`src/rtl/mycpu_pkg.sv`:
```
// mycpu_pkg -- shared CPU definitions.
//
// Holds the divider FSM state encoding and the default divider operand
// width, so the hazard unit and any other consumer can refer to the
// same encoding as the divider itself.
package mycpu_pkg;

  // Default operand width of the sequential divider.
  localparam int DIV_WIDTH = 32;

  // Divider control states.
  typedef enum logic [1:0] {
    DIV_IDLE = 2'd0,
    DIV_CALC = 2'd1,
    DIV_DONE = 2'd2
  } div_state_e;

endpackage : mycpu_pkg

```
`src/rtl/div_step.sv`:
```
// div_step -- one restoring shift-subtract division iteration (combinational).
//
// Ports:
//   rem       in  WIDTH  current partial remainder (always < dsr)
//   dvd_msb   in  1      next dividend bit shifted into the remainder
//   dsr       in  WIDTH  divisor magnitude (nonzero)
//   rem_next  out WIDTH  partial remainder after this step
//   q_bit     out 1      quotient bit produced by this step
module div_step
  import mycpu_pkg::*;
#(
  parameter int WIDTH = DIV_WIDTH
) (
  input  logic [WIDTH-1:0] rem,
  input  logic             dvd_msb,
  input  logic [WIDTH-1:0] dsr,
  output logic [WIDTH-1:0] rem_next,
  output logic             q_bit
);

  logic [WIDTH:0] shifted;
  logic [WIDTH:0] diff;

  always_comb begin
    shifted = {rem, dvd_msb};
    diff    = shifted - {1'b0, dsr};
    // Because rem < dsr, shifted < 2*dsr: the top bit of diff is a clean
    // borrow flag, and whichever value is kept fits back into WIDTH bits.
    q_bit    = ~diff[WIDTH];
    rem_next = q_bit ? diff[WIDTH-1:0] : shifted[WIDTH-1:0];
  end

endmodule : div_step

```
`src/rtl/div_seq.sv`:
```
// div_seq -- multi-cycle signed/unsigned integer divider for the E stage.
//
// A restoring divider that produces one quotient bit per cycle on operand
// magnitudes, then applies the sign rules when the result is presented.
//
// Ports:
//   clk       in  1        clock, rising edge
//   resetn    in  1        asynchronous active-low reset
//   start_i   in  1        divide present in E; held while E is stalled
//   signed_i  in  1        1 = DIV (two's complement), 0 = DIVU
//   opa_i     in  WIDTH    dividend
//   opb_i     in  WIDTH    divisor
//   cancel_i  in  1        flush of the E-stage instruction
//   stall_o   out 1        stall request to the hazard unit (combinational)
//   done_o    out 1        one-cycle pulse, result_o valid
//   result_o  out 2*WIDTH  {remainder, quotient}; holds between completions
module div_seq
  import mycpu_pkg::*;
#(
  parameter int WIDTH = DIV_WIDTH
) (
  input  logic               clk,
  input  logic               resetn,
  input  logic               start_i,
  input  logic               signed_i,
  input  logic [WIDTH-1:0]   opa_i,
  input  logic [WIDTH-1:0]   opb_i,
  input  logic               cancel_i,
  output logic               stall_o,
  output logic               done_o,
  output logic [2*WIDTH-1:0] result_o
);

  localparam int CNT_W = $clog2(WIDTH + 1);

  div_state_e         state;
  div_state_e         state_next;
  logic [CNT_W-1:0]   cnt;
  logic [WIDTH-1:0]   opa_q;
  logic [WIDTH-1:0]   opb_q;
  logic               signed_q;
  logic [WIDTH-1:0]   rem_q;
  logic [WIDTH-1:0]   quo_q;    // dividend bits shift out, quotient bits shift in
  logic [2*WIDTH-1:0] result_q;

  logic               accept;
  logic               neg_a_in;
  logic [WIDTH-1:0]   mag_a_in;
  logic               neg_a;
  logic               neg_b;
  logic [WIDTH-1:0]   mag_b;
  logic [WIDTH-1:0]   rem_next;
  logic               q_bit;
  logic [WIDTH-1:0]   quo_fix;
  logic [WIDTH-1:0]   rem_fix;
  logic [2*WIDTH-1:0] final_result;

  assign accept = (state == DIV_IDLE) && start_i && !cancel_i;

  // Dividend magnitude is taken at acceptance so the shift register starts
  // directly on it; the divisor magnitude is derived from the latched copy.
  assign neg_a_in = signed_i & opa_i[WIDTH-1];
  assign mag_a_in = neg_a_in ? -opa_i : opa_i;

  assign neg_a = signed_q & opa_q[WIDTH-1];
  assign neg_b = signed_q & opb_q[WIDTH-1];
  assign mag_b = neg_b ? -opb_q : opb_q;

  div_step #(
    .WIDTH (WIDTH)
  ) u_step (
    .rem      (rem_q),
    .dvd_msb  (quo_q[WIDTH-1]),
    .dsr      (mag_b),
    .rem_next (rem_next),
    .q_bit    (q_bit)
  );

  // Most-negative / -1 needs no special case: the magnitude quotient is
  // already the most-negative bit pattern and the signs agree.
  assign quo_fix = (neg_a ^ neg_b) ? -quo_q : quo_q;
  assign rem_fix = neg_a ? -rem_q : rem_q;

  // A zero divisor bypasses CALC, so the latched operands alone define it.
  assign final_result = (opb_q == '0) ? {opa_q, {WIDTH{1'b1}}}
                                      : {rem_fix, quo_fix};

  // NOTE: every output of this block is assigned a default first, so no
  // path through the case statement can leave a value held (no latches).
  always_comb begin
    state_next = state;
    stall_o    = 1'b0;
    done_o     = 1'b0;
    result_o   = result_q;

    case (state)
      DIV_IDLE: if (start_i) state_next = (opb_i == '0) ? DIV_DONE : DIV_CALC;
      DIV_CALC: if (cnt == CNT_W'(1)) state_next = DIV_DONE;
      DIV_DONE: state_next = DIV_IDLE;
      default:  state_next = DIV_IDLE;
    endcase

    if (cancel_i) state_next = DIV_IDLE;

    // resetn gating keeps the stall request low while reset is held, even
    // if the pipeline still presents start_i.
    stall_o = resetn & ~cancel_i &
              (((state == DIV_IDLE) & start_i) | (state == DIV_CALC));
    done_o  = (state == DIV_DONE) & ~cancel_i;
    if (done_o) result_o = final_result;
  end

  // NOTE: sequential state uses non-blocking assignments so every register
  // samples the pre-edge values regardless of statement order.
  always_ff @(posedge clk or negedge resetn) begin
    if (!resetn) begin
      state <= DIV_IDLE;
    end else begin
      state <= state_next;
    end
  end

  always_ff @(posedge clk or negedge resetn) begin
    if (!resetn) begin
      cnt      <= '0;
      opa_q    <= '0;
      opb_q    <= '0;
      signed_q <= 1'b0;
      rem_q    <= '0;
      quo_q    <= '0;
      result_q <= '0;
    end else begin
      if (accept) begin
        opa_q    <= opa_i;
        opb_q    <= opb_i;
        signed_q <= signed_i;
        cnt      <= CNT_W'(WIDTH);
        rem_q    <= '0;
        quo_q    <= mag_a_in;
      end else if ((state == DIV_CALC) && !cancel_i) begin
        rem_q <= rem_next;
        quo_q <= {quo_q[WIDTH-2:0], q_bit};
        cnt   <= cnt - 1'b1;
      end

      if (done_o) result_q <= final_result;
    end
  end

endmodule : div_seq
```
`config.mk`:
```
export PLATFORM = sky130hd
export DESIGN_NAME = div_seq
export DESIGN_NICKNAME = d
export VERILOG_FILES = /design/src/rtl/mycpu_pkg.sv /design/src/rtl/div_step.sv /design/src/rtl/div_seq.sv
export SDC_FILE = /design/constraint.sdc
export NUM_CORES = 1
export LEC_CHECK = 0
export BUFFER_PORTS_ARGS = -buffer_cell sky130_fd_sc_hd__clkbuf_2
export CAP_MARGIN = 40
export CORE_ASPECT_RATIO = 0.9
export CORE_MARGIN = 5
export CORE_UTILIZATION = 30
export CTS_BUF_LIST = sky130_fd_sc_hd__clkbuf_16
export DETAILED_ROUTE_END_ITERATION = 8
export GPL_TIMING_DRIVEN = 0
export REMOVE_ABC_BUFFERS = 1
export SETUP_SLACK_MARGIN = 0.3
export SLEW_MARGIN = 15
export SYNTH_ARGS = -nofsm -noshare
export SYNTH_HDL_FRONTEND = slang
export SYNTH_SLANG_ARGS = --single-unit
```
`constraint.sdc`:
```
create_clock -name clk -period 7.1 [get_ports clk]
set_input_delay 0 -clock clk [delete_from_list [all_inputs] [get_ports clk]]
set_output_delay 0 -clock clk [all_outputs]
set_load 0.05 [all_outputs]
```
==> impl_metrics.ini <==
[worst_setup_path]
required_ns = 7.54
crit_fanout = 18
end_kind = register
path_class = register to register
crit_slowest_cell = or3_1
crit_chain = or4_4 -> or3_4 -> or4_4 -> or3_4 -> nor2_2 -> nand2_1 -> o31ai_1 -> xor2_1 -> ha_1 -> a21o_1 -> a21o_1 -> a21o_1 -> a41o_1 -> or4_1 -> o21ai_0 -> or3_1 -> buf_8 -> nand3_1 -> o211ai_1
crit_arrival_ns = 6.93
cp-start-kind = register
cp_slowest_stage_delay_ns = 0.63
path_common_cell = a21o_1

[clocking]
cts_buffers = 24
cts_buffer_depth = 3
clk_transition_reported_paths_ns = 0.06
cts-resized-gates = 0
root_buffer = clkbuf_16
cts.sinks = 201
cts_tree = done
clock_latency_ns = 0.54
h-tree-depth = 1

[power_and_ir_drop]
seqPwrFrac = 0.305
power.share.clock = 0.203
power_mw = 5.66
power.density_nw_per_um2 = 359
combPwrFrac = 0.492
power.switching_mw = 2.52
switching_share = 0.446
p_leak_nw = 7.20
internal-power_mw = 3.14
peakVddDrop_mv = 0.192

[final_layout]
multiInputGateArea_um2 = 7410
area_growth_syn_to_layout_pct = 21.9
finalNetCount = 1864
regArea_um2 = 5030
nFillCells = 4373
layout_common_cells = nand2_1, dfrtp_1, nor2_1, clkbuf_2, o21ai_0
diodes = 0
final_common_cell = nand2_1
drive_gt1_frac = 0.118

[floorplanning]
rows = 72
core_area_um2 = 42800
dieArea_um2 = 47300
start_util = 0.302
io_pins = 135
die_h_um = 207
die_x_um = 229

[sta]
worstMarginPinSlew_ns = 0.861
post-route-worst-setup-slack_ns = 0.605
rsz0062_at_grt = no
fin_crit_sh = 0.915
timing.hold.ws_ns = 0.0867
slew_viol_final = 0
timing.fmax_mhz = 154
fin_crit_ns = 6.50
finalClockSkew_ns = 0.0218
hold_violations = 0
finalSetupTns_ns = 0
finalSetupViolCount = 0
slew_headroom = 0.425

[job]
drv_cap = 0

[routing]
route.layer.met1.wl_um = 19200
drt_wl_total_um = 39600
ant_nets = 0
post_drt_wl_per_cell_um = 17.1
wl_met3_um = 2050
highest_layer = met4
dr_wl_met2_um = 17500
drc = 0
drt_iter0_markers = 827
vias = 12022
first_pass_iters = 5
vias_per_cell = 5.18

[grt]
grt_overflow = 0
grt_pass1_vias = 11722
grt_usage = 0.163
grt_max_degree = 90
grt_pass1_wl_um = 63900
antenna_found_initial = 0

[logic_synthesis]
yosysWarnings = 0
async_reset_ff_frac = 1.00
synthDistinctLibCells = 66
syn_area_um2 = 12900
synthFlopType = dfrtp_1
postSynthAreaPerCell_um2 = 8.10
synth_edf_count = 0
synthCells = 1596
synth-seq-cells = 201
seq_area_frac_synth = 0.389

[placed_design]
dp_slack_ns = 0.655
io_buffers = 134
place_congestion = 0.845
dp_hpwl_um = 29900

[outcome]
status = completed

[worst_hold_path]
hp-class = input port to async pin
-- synthesized netlist by cell type, types with 10 or more instances --
master / count / area share
nand2_1: 358 / 0.10
dfrtp_1: 201 / 0.39
nor2_1: 153 / 0.044
o21ai_0: 109 / 0.042
a21oi_1: 84 / 0.033
clkbuf_1: 78 / 0.023
xnor2_1: 68 / 0.046
xor2_1: 64 / 0.043
a31oi_1: 44 / 0.021
ha_1: 38 / 0.037
inv_1: 30 / 0.0087
o31ai_1: 29 / 0.017
nor3_1: 28 / 0.011
nor4_1: 25 / 0.012
a21o_1: 18 / 0.010
o21ai_1: 18 / 0.0070
nand3_1: 15 / 0.0058
a221o_1: 14 / 0.011
o41ai_1: 14 / 0.0095
or4_1: 14 / 0.0081
nand4_1: 13 / 0.0063
or3_1: 12 / 0.0058
a221oi_1: 11 / 0.0075
and2_1: 11 / 0.0053
o211ai_1: 11 / 0.0064
and3_1: 10 / 0.0048
-- metrics by stage --
| step | util | instances | instance area [um^2] |
|---|---|---|---|
| after floorplan | - | 1500 | 12500 |
| after CTS | 0.368 | 2323 | 15800 |
| after detailed placement | 0.335 | 2213 | 14300 |
| after global placement | 0.324 | 2189 | 13900 |
| final | 0.368 | 2323 | 15800 |
| after global routing | 0.368 | 2323 | 15800 |
-- worst paths after layout --
| check | start | endpoint | slack (ns) | cells after the start |
|---|---|---|---|---|
| max | opb_q[6]$_DFFE_PN0P_ | rem_q[31]$_DFFE_PN0P_ | 0.60 | 19 |
| min | resetn | result_q[12]$_DFF_PN0_ | 0.09 | 2 |
| max reg2reg | opb_q[6]$_DFFE_PN0P_ | rem_q[31]$_DFFE_PN0P_ | 0.60 | 19 |
| min reg2reg | opa_q[3]$_DFFE_PN0P_ | opa_q[3]$_DFFE_PN0P_ | 0.47 | 2 |
| max in group asynchronous | resetn | opb_q[31]$_DFFE_PN0P_ | 5.90 | 4 |
| min in group clk | opb_i[15] | opb_q[15]$_DFFE_PN0P_ | 0.21 | 4 |
-- routing by layer --
metal / vias to the layer above / global-route usage
met5: - / 0
met4: 0 / 0.0346
met3: 46 / 0.0275
met2: 315 / 0.262
met1: 5690 / 0.234
li1: 5971 / -
-- cell families (layout without fill, tap and decap cells) --
logic type / after synthesis / after routing / share of synthesized area
buffers and inverters: 126 / 298 / 0.0411
adders and majority gates: 39 / 39 / 0.0383
DFF: 201 / 201 / 0.389
xor gates and xnor gates: 132 / 132 / 0.0895
and+or+nand+nor: 672 / 672 / 0.228
AOI/OAI and AO/OA: 420 / 420 / 0.208
muxes: 6 / 6 / 0.00503
-- sequential cells by signal, summed over array words and instances, names as in the netlist --
name      flops
cnt           6
opa_q        32
opb_q        32
quo_q        32
rem_q        32
result_q     64
signed_q      1
state         2
-- critical path, delay by kind of cell (launching register included) --
kind            cells  cell delay, ns
compound gates      7            1.66
xor+xnor            1            0.20
fa+ha+maj           1            0.35
buf+inv             1            0.24
flops               1            0.44
simple gates        9            3.49
-- area by class of cell --
| cell class | count | share of cell area |
|---|---|---|
| Clock buffer | 24 | 0.0381 |
| Inverter | 30 | 0.00715 |
| Timing Repair Buffer | 230 | 0.115 |
| Multi-Input combinational cell | 1269 | 0.470 |
| Sequential cell | 201 | 0.319 |
| Tap cell | 555 | 0.0441 |
| Clock inverter | 14 | 0.00635 |
-- power groups by stage --
stage / Sequential (mW) / Clock (mW) / Combinational, mW
floorplan: 1.61 / 0 / 2.05
global placement: 1.73 / 0 / 2.62
detailed placement: 1.74 / 0 / 2.72
CTS: 1.72 / 1.18 / 2.77
global route: 1.77 / 1.22 / 3.10
finish: 1.73 / 1.15 / 2.79
-- timing repair --
action | CTS | global route
hold endpoints to repair | 187 | 0
hold buffers | 72 | 0
setup buffers | 0 | 0
Note: power is estimated with default switching activity, not from simulation.
